**src/rtl/fft_frame_packer.sv**
```systemverilog
// -----------------------------------------------------------------------------
// fft_frame_packer
//
// Producer end of the FFT result bus. Bins leave the butterfly datapath one
// complex sample per cycle in radix-2 bit-reversed order. This block puts them
// back into natural order in a 16-entry frame buffer. When the last bin of a
// frame arrives, it presents all 16 bins in parallel for the frequency
// analysis stage, together with a one-cycle fft_valid pulse. The buffer keeps
// accepting the next frame while the finished one is held on fft_d0..fft_d15.
//
// Parameters
//   DW      width of each signed component; a bus word is {re, im} = 2*DW bits
//   BITREV  1: the bin in arrival slot k is stored at bin bitrev4(k); 0: at k
//
// Ports
//   clk            rising-edge clock
//   rst            asynchronous reset, active-high
//   bin_valid      bin_re/bin_im carry a bin this cycle
//   bin_sof        with bin_valid: this bin is arrival slot 0
//   bin_re/bin_im  signed real / imaginary part of the incoming bin
//   err_clr        clears frame_err (a simultaneous set wins)
//   fft_valid      one-cycle pulse: a new frame is on fft_d0..fft_d15
//   fft_d0..15     bin n = {re, im}, held until the next completed frame
//   frame_cnt      frames emitted, modulo 64
//   frame_err      sticky: a frame was restarted by bin_sof before completion
// -----------------------------------------------------------------------------
module fft_frame_packer #(
    parameter int DW     = 16,
    parameter bit BITREV = 1'b1
) (
    input  logic                 clk,
    input  logic                 rst,
    input  logic                 bin_valid,
    input  logic                 bin_sof,
    input  logic signed [DW-1:0] bin_re,
    input  logic signed [DW-1:0] bin_im,
    input  logic                 err_clr,
    output logic                 fft_valid,
    output logic [2*DW-1:0]      fft_d0,
    output logic [2*DW-1:0]      fft_d1,
    output logic [2*DW-1:0]      fft_d2,
    output logic [2*DW-1:0]      fft_d3,
    output logic [2*DW-1:0]      fft_d4,
    output logic [2*DW-1:0]      fft_d5,
    output logic [2*DW-1:0]      fft_d6,
    output logic [2*DW-1:0]      fft_d7,
    output logic [2*DW-1:0]      fft_d8,
    output logic [2*DW-1:0]      fft_d9,
    output logic [2*DW-1:0]      fft_d10,
    output logic [2*DW-1:0]      fft_d11,
    output logic [2*DW-1:0]      fft_d12,
    output logic [2*DW-1:0]      fft_d13,
    output logic [2*DW-1:0]      fft_d14,
    output logic [2*DW-1:0]      fft_d15,
    output logic [5:0]           frame_cnt,
    output logic                 frame_err
);

    typedef enum logic [1:0] {
        ST_IDLE = 2'd0,   // waiting for slot 0 (wr_idx == 0)
        ST_FILL = 2'd1    // slots 1..15 outstanding
    } fill_state_t;

    function automatic logic [3:0] bitrev4(input logic [3:0] k);
        return {k[0], k[1], k[2], k[3]};
    endfunction

    fill_state_t     state;
    logic [3:0]      wr_idx;
    logic [2*DW-1:0] bin_buf [16];

    logic [3:0]      eff_p0;
    logic [3:0]      addr_p0;
    logic [2*DW-1:0] word_p0;
    logic            last_p0;
    logic            resync_p0;

    logic            vld_p1;
    logic [2*DW-1:0] frame_p1 [16];

    // ---- stage 0: slot resolution for the incoming bin ----
    // A qualified sof forces the slot back to 0 whatever the counter says,
    // so a restarted frame simply overwrites the stale partial slots.
    always_comb begin
        eff_p0    = (bin_valid && bin_sof) ? 4'd0 : wr_idx;
        addr_p0   = BITREV ? bitrev4(eff_p0) : eff_p0;
        word_p0   = {bin_re, bin_im};
        last_p0   = bin_valid && (eff_p0 == 4'd15);
        resync_p0 = bin_valid && bin_sof && (state == ST_FILL);
    end

    // ---- stage 1: buffer write, frame publish, control ----
    always_ff @(posedge clk or posedge rst) begin
        if (rst) begin
            state     <= ST_IDLE;
            wr_idx    <= 4'd0;
            vld_p1    <= 1'b0;
            frame_cnt <= 6'd0;
            frame_err <= 1'b0;
            for (int i = 0; i < 16; i++) begin
                bin_buf[i]  <= '0;
                frame_p1[i] <= '0;
            end
        end else begin
            vld_p1 <= 1'b0;

            if (bin_valid) begin
                bin_buf[addr_p0] <= word_p0;
                wr_idx           <= eff_p0 + 4'd1;
                state            <= (eff_p0 == 4'd15) ? ST_IDLE : ST_FILL;
            end

            // The final bin is still in flight to bin_buf, so it is bypassed
            // straight into its output slot. Later buffer writes never reach
            // frame_p1 until the next completion.
            if (last_p0) begin
                vld_p1    <= 1'b1;
                frame_cnt <= frame_cnt + 6'd1;
                for (int i = 0; i < 16; i++) begin
                    frame_p1[i] <= (4'(i) == addr_p0) ? word_p0 : bin_buf[i];
                end
            end

            if (resync_p0) begin
                frame_err <= 1'b1;
            end else if (err_clr) begin
                frame_err <= 1'b0;
            end
        end
    end

    assign fft_valid = vld_p1;
    assign fft_d0    = frame_p1[0];
    assign fft_d1    = frame_p1[1];
    assign fft_d2    = frame_p1[2];
    assign fft_d3    = frame_p1[3];
    assign fft_d4    = frame_p1[4];
    assign fft_d5    = frame_p1[5];
    assign fft_d6    = frame_p1[6];
    assign fft_d7    = frame_p1[7];
    assign fft_d8    = frame_p1[8];
    assign fft_d9    = frame_p1[9];
    assign fft_d10   = frame_p1[10];
    assign fft_d11   = frame_p1[11];
    assign fft_d12   = frame_p1[12];
    assign fft_d13   = frame_p1[13];
    assign fft_d14   = frame_p1[14];
    assign fft_d15   = frame_p1[15];

endmodule

```
**config.mk**
```make
export PLATFORM = sky130hd
export DESIGN_NAME = fft_frame_packer
export DESIGN_NICKNAME = d
export VERILOG_FILES = /design/src/rtl/fft_frame_packer.sv
export SDC_FILE = /design/constraint.sdc
export NUM_CORES = 2
export LEC_CHECK = 0
export BUFFER_PORTS_ARGS = -buffer_cell sky130_fd_sc_hd__buf_2
export CORE_MARGIN = 4
export CORE_UTILIZATION = 57
export DETAILED_ROUTE_END_ITERATION = 8
export GPL_TIMING_DRIVEN = 0
export PLACE_DENSITY_LB_ADDON = 0.15
export RECOVER_POWER = 25
export SLEW_MARGIN = 5
export SYNTH_ARGS = -nofsm -noshare
export SYNTH_HDL_FRONTEND = slang
export SYNTH_SLANG_ARGS = --single-unit
```
**constraint.sdc**
```tcl
create_clock -name clk -period 58.6 [get_ports clk]
set_input_delay 5.86 -clock clk [delete_from_list [all_inputs] [get_ports clk]]
set_output_delay 5.86 -clock clk [all_outputs]
set_load 0.1 [all_outputs]
```
Word-level counts from Yosys, hierarchy flattened
Cells that the tools add are included.
W data, S select, Z words.
{"block": "totals", "elab_cells": 89, "input_bits": 37, "regBits": 1038}
{"block": "classes", "add_sub_neg": 2, "bitwise_logic": 1, "n_lt_le_gt_ge": 2, "n_mux": 24, "n_eq_ne": 17, "reduce_logical": 6}
{"cell": "$mux W32", "count": 17}
{"cell": "$bwmux W512", "count": 1}
{"cell": "$demux W32 S4", "count": 1}
{"cell": "$eq A4 B4 Y1 const A", "count": 8}
{"cell": "$eq A3 B4 Y1 const A", "count": 4}
{"cell": "$eq A2 B4 Y1 const A", "count": 2}
{"cell": "$add A6 B1 Y6 const B", "count": 1}
{"cell": "$ge A5 B5 Y1 const B", "count": 1}
{"cell": "$lt A5 B1 Y1 const B", "count": 1}
{"cell": "$not A4 Y5", "count": 1}
{"cell": "$add A4 B1 Y4 const B", "count": 1}
{"cell": "$eq A1 B4 Y1 const A", "count": 1}
{"cell": "$eq A4 B4 Y1 const B", "count": 1}
{"cell": "$logic_and A1 B1 Y1", "count": 4}
{"cell": "$logic_not A4 Y1", "count": 1}
{"cell": "$mux W1", "count": 4}
{"cell": "$mux W4", "count": 1}
{"cell": "$eq A2 B1 Y1 const B", "count": 1}
{"cell": "$reduce_bool A2 Y1", "count": 1}

Depth between registers and ports, before layout
{"block": "depth", "word_depth": 8, "ltp_mapped": 6, "ltp_nobuf": 4}

Worst setup path after synthesis
No wires, ideal clock.
{"block": "synth_path", "kind": "input port to flip-flop", "from": "input bin_sof", "to": "register frame_p1 (netlist bit fft_d1[0])", "stages": 6, "arrival_time_ns": 7.095, "slack_ns": 51.380, "setup_time_ns": 0.125, "path_cell_list": "buf_2 -> nand4b_4 -> nor2_4 -> buf_4 -> buf_4 -> mux2_2"}
{"block": "synth_via", "elab_chain_cells": 4}
{"item": "from (decl)", "line_no": "34", "rtl": "input logic bin_sof,"}
{"item": "$logic_and A1 B1 Y1 (*)", "line_no": "85", "rtl": "eff_p0 = (bin_valid && bin_sof) ? 4'd0 : wr_idx;"}
{"item": "$mux W4 (*)", "line_no": "85"}
{"item": "$eq A1 B4 Y1 or $eq A4 B4 Y1 (tied branches)", "line_no": "120, 88"}
{"item": "$mux W32 or $logic_and A1 B1 Y1 (tied branches)", "line_no": "120, 88"}
{"item": "to (signal, indexed assignment)", "line_no": "120", "rtl": "frame_p1[i] <= (4'(i) == addr_p0) ? word_p0 : bin_buf[i];"}
{"item": "to (decl)", "line_no": "79", "rtl": "logic [2*DW-1:0] frame_p1 [16];"}
Mark *: on every way between the ends. The rest lies on a longest branch, timed or not.
A chain may end at the register's enable or synchronous reset.

==> qor.txt <==
worst-case headroom to the max-slew limit -> -3.407
final RePlAce weighted congestion -> 0.8227
Routed WL per cell -> 26.12 um
leading post-synthesis cells by cell area -> dfrtp_1, mux2_2, buf_4
list of most frequent post-synthesis cells -> dfrtp_1, mux2_2, buf_4
highest clock rate -> 67.81 MHz
height of the chip -> 264.8 um
YS warnings -> 0
largest net degree at the start of global routing -> 138
Vias/cell -> 5.553
count of distinct cell types in the synthesized netlist -> 29
terminus of the critical flop-to-flop path -> fft_d2[21]$_DFFE_PP0P_
type of the setup path with the least slack -> in -> async
Syn Nets -> 2241
area grow syn2layout -> 19.38%
Worst Setup Start Kind -> input port
number of vias in the routed layout -> 21140
count of nets after finishing -> 2904
Period Utilization, post-route -> 0.2517
number of antenna violations at the first check in global routing -> 4
status -> finished, violations left
Root Driver -> clkbuf_16
wire length of the first global-routing pass -> 148400 um
class of the tightest hold or removal check -> reg -> reg
share of synthesized flip-flops with an asynchronous set or reset -> 1.000
worst-path cell chain -> buf_2 > clkinvlp_2 > clkbuf_1
count of flip-flops with a built-in enable after synthesis -> 0
minimum setup slack in the final design -> 43.85 ns
Port Buf Inserts -> 555
total CTS buffers -> 98
maximum fanout count along the critical path -> 126
critical path's largest stage delay -> 4.80 ns
unrepaired setup endpoints after global routing -> no
antenna-violating nets left -> 0
non-filler cells in the finished layout -> 3807
buffers plus inverters on the worst setup path -> 3
clock latency on the worst-skew pair -> 0.64 ns
power per standard cell area -> 48.04 nW/um^2
total placed cells including tap cells -> 3621
routed wire length -> 99420 um
Reg clk slew, reported paths -> 0.06 ns
Final setup violation count -> 0
clock tree from TritonCTS -> yes
Slew @ Worst Pin -> 6.611 ns
register with the most flip-flops -> bin_buf
count of cells along the worst register-to-register path -> 6
die width -> 264.8 um
maximum VDD drop -> 0.03439 mV
via count of the first global-routing pass -> 22790
HPWL reported at the end of detailed placement -> 71440 um
Hold Slack -> 0.4718 ns
prevailing post-synth register cell -> dfrtp_1
Post-Synthesis Cells -> 2203
Avg Cell Area, Syn -> 17.07 sq um
fraction of final layout cells sized beyond drive strength 1 -> 0.6016
total global routing overflow -> 0
post-synthesis instance area -> 37600 sq um
CTS sink cnt -> 1005
Worst Hold Launch -> frame_cnt[5]$_DFFE_PP0P_
flip-flop count of the largest register after layout -> 480
Hold Path Depth -> 1
Core ar. -> 64930 sq um
RR Startpoint -> wr_idx[3]$_DFFE_PP0P_
Max Slew Vio Count -> 352
critical path data required time -> 57.72 ns
final period demand of the worst path -> 14.75 ns
die area -> 70130 sq um
area share of the largest cell type after synthesis -> 0.6689
CTS H-Tree Depth -> 3
Starting Density -> 0.5790
violations in the final reports -> capacitance limit, slew limit
pre-CTS setup slack -> 50.06 ns
Fin Clk Skew -> 0.02461 ns
Synth area leader -> dfrtp_1
dpl cell area -> 41670 sq um
end point of the most critical hold path -> frame_cnt[5]$_DFFE_PP0P_
type of destination of the critical path -> asynchronous set/reset pin
#FFs+latches synth -> 1005
Hold Fails Final Rpt -> 0
leading cell type by number of instances after synthesis -> dfrtp_1
Sum Neg Setup Slack -> 0 ns
Post-CTS Setup Bufs -> 0
number of iterations in the first detailed-routing pass -> 6
Std-Cell Rows -> 93
drt initial violations -> 1167
cell class contributing the biggest share of worst-path delay -> buffers and inverters
hold bufs inserted after CTS -> 0
remaining design rule violation count -> 0
final std cell area, no fill -> 44890 sq um
buffer depth of the longest clock path -> 3
static leakage -> 23.84 nW
CP arrival -> 13.86 ns
post_cts resized -> 0
maxcap violations -> 3
total routing usage reported by global routing -> 0.2829
crit path max-delay cell type -> clkbuf_1
fraction of the yosys area taken by sequential cells -> 0.6689
number of top-level design ports -> 557
internal reg-to-reg setup slack -> 55.24 ns
-- through the flow --
step / total power [mW] / util
floorplan: 1.396 / -
global placement: 1.497 / 0.6383
detailed placement: 1.518 / 0.6418
CTS: 2.173 / 0.6940
global route: 2.239 / 0.6912
finish: 2.156 / 0.6913
-- worst max-delay path by stage --
| stage | start | cells after the start | slack [ns] | end |
|---|---|---|---|---|
| after floorplan | rst | 1 | 24.46 | bin_buf[100]$_DFFE_PP0P_ |
| after detailed placement | rst | 6 | 50.06 | bin_buf[388]$_DFFE_PP0P_ |
| final | rst | 3 | 43.85 | bin_buf[404]$_DFFE_PP0P_ |
| after global routing | rst | 3 | 41.74 | fft_d5[12]$_DFFE_PP0P_ |
| after CTS | rst | 6 | 50.75 | bin_buf[98]$_DFFE_PP0P_ |
| after global placement | rst | 2 | 16.39 | fft_d8[1]$_DFFE_PP0P_ |
-- logic make-up (layout without fill, tap and decap cells) --
| group | count (synthesis) | after routing | share of synthesized area |
|---|---|---|---|
| flops | 1005 | 1005 | 0.6689 |
| compound gates | 8 | 8 | 0.001231 |
| mux | 994 | 994 | 0.2977 |
| xor+xnor | 5 | 5 | 0.001165 |
| other cells | 0 | 3 | 0 |
| buf+inv | 150 | 896 | 0.02383 |
| fa+ha+maj | 1 | 1 | 0.0003327 |
| simple gates | 40 | 40 | 0.006855 |
-- routing by layer --
metal	track usage	vias to the layer above	share of wire
met5	0	-	0
li1	-	9075	-
met4	0.1108	0	0.042
met2	0.4665	613	0.49
met3	0.07574	178	0.074
met1	0.3622	11280	0.39
-- layout make-up --
type | instances | area (sq um)
fillers | 4444 | 20040
well taps | 855 | 1070
plain buffers | 146 | 793.3
diodes | 3 | 7.507
multi-input cells | 1048 | 11510
clock buffers | 151 | 2955
inverters | 4 | 16.27
repair buffers | 563 | 2949
flip-flops and latches | 1005 | 25150
clock inverters | 32 | 430.4
-- layout by cell type (no fill, tap or decap) --
| master | netlist | layout |
|---|---|---|
| and4b_1 | 1 | 1 |
| nor3_1 | 2 | 2 |
| ha_1 | 1 | 1 |
| nand3_1 | 5 | 5 |
| a22o_1 | 1 | 1 |
| mux2i_1 | 1 | 1 |
| nor4b_1 | 0 | 1 |
| o22ai_1 | 2 | 2 |
| nand2b_1 | 1 | 1 |
| buf_4 | 62 | 56 |
| buf_16 | 0 | 6 |
| nand2_1 | 11 | 11 |
| nor4_1 | 2 | 2 |
| xor2_1 | 5 | 5 |
| a21oi_1 | 2 | 2 |
| clkbuf_4 | 0 | 1 |
| dfrtp_1 | 1005 | 1005 |
| and4bb_1 | 0 | 2 |
| bufinv_16 | 0 | 10 |
| mux2_1 | 13 | 14 |
| inv_1 | 4 | 3 |
| buf_6 | 6 | 1 |
| diode_2 | 0 | 3 |
| inv_6 | 0 | 2 |
| o21ai_0 | 2 | 3 |
| clkinvlp_4 | 0 | 5 |
| clkinvlp_2 | 0 | 1 |
| nor2_1 | 5 | 6 |
| clkbuf_8 | 0 | 24 |
| clkbuf_1 | 34 | 98 |
| buf_2 | 42 | 573 |
| mux2_2 | 980 | 979 |
| clkbuf_16 | 0 | 101 |
| clkinv_2 | 0 | 15 |
| nor2b_1 | 8 | 8 |
| nand4b_1 | 0 | 1 |
-- power by group --
part / leakage (nW) / internal, mW / switching (mW)
combinational: 8.74 / 0.151 / 0.417
clock: 1.66 / 0.391 / 0.261
sequential: 13.5 / 0.855 / 0.0818
total: 23.8 / 1.40 / 0.759
No activity file was read; power rests on OpenSTA's default activity.
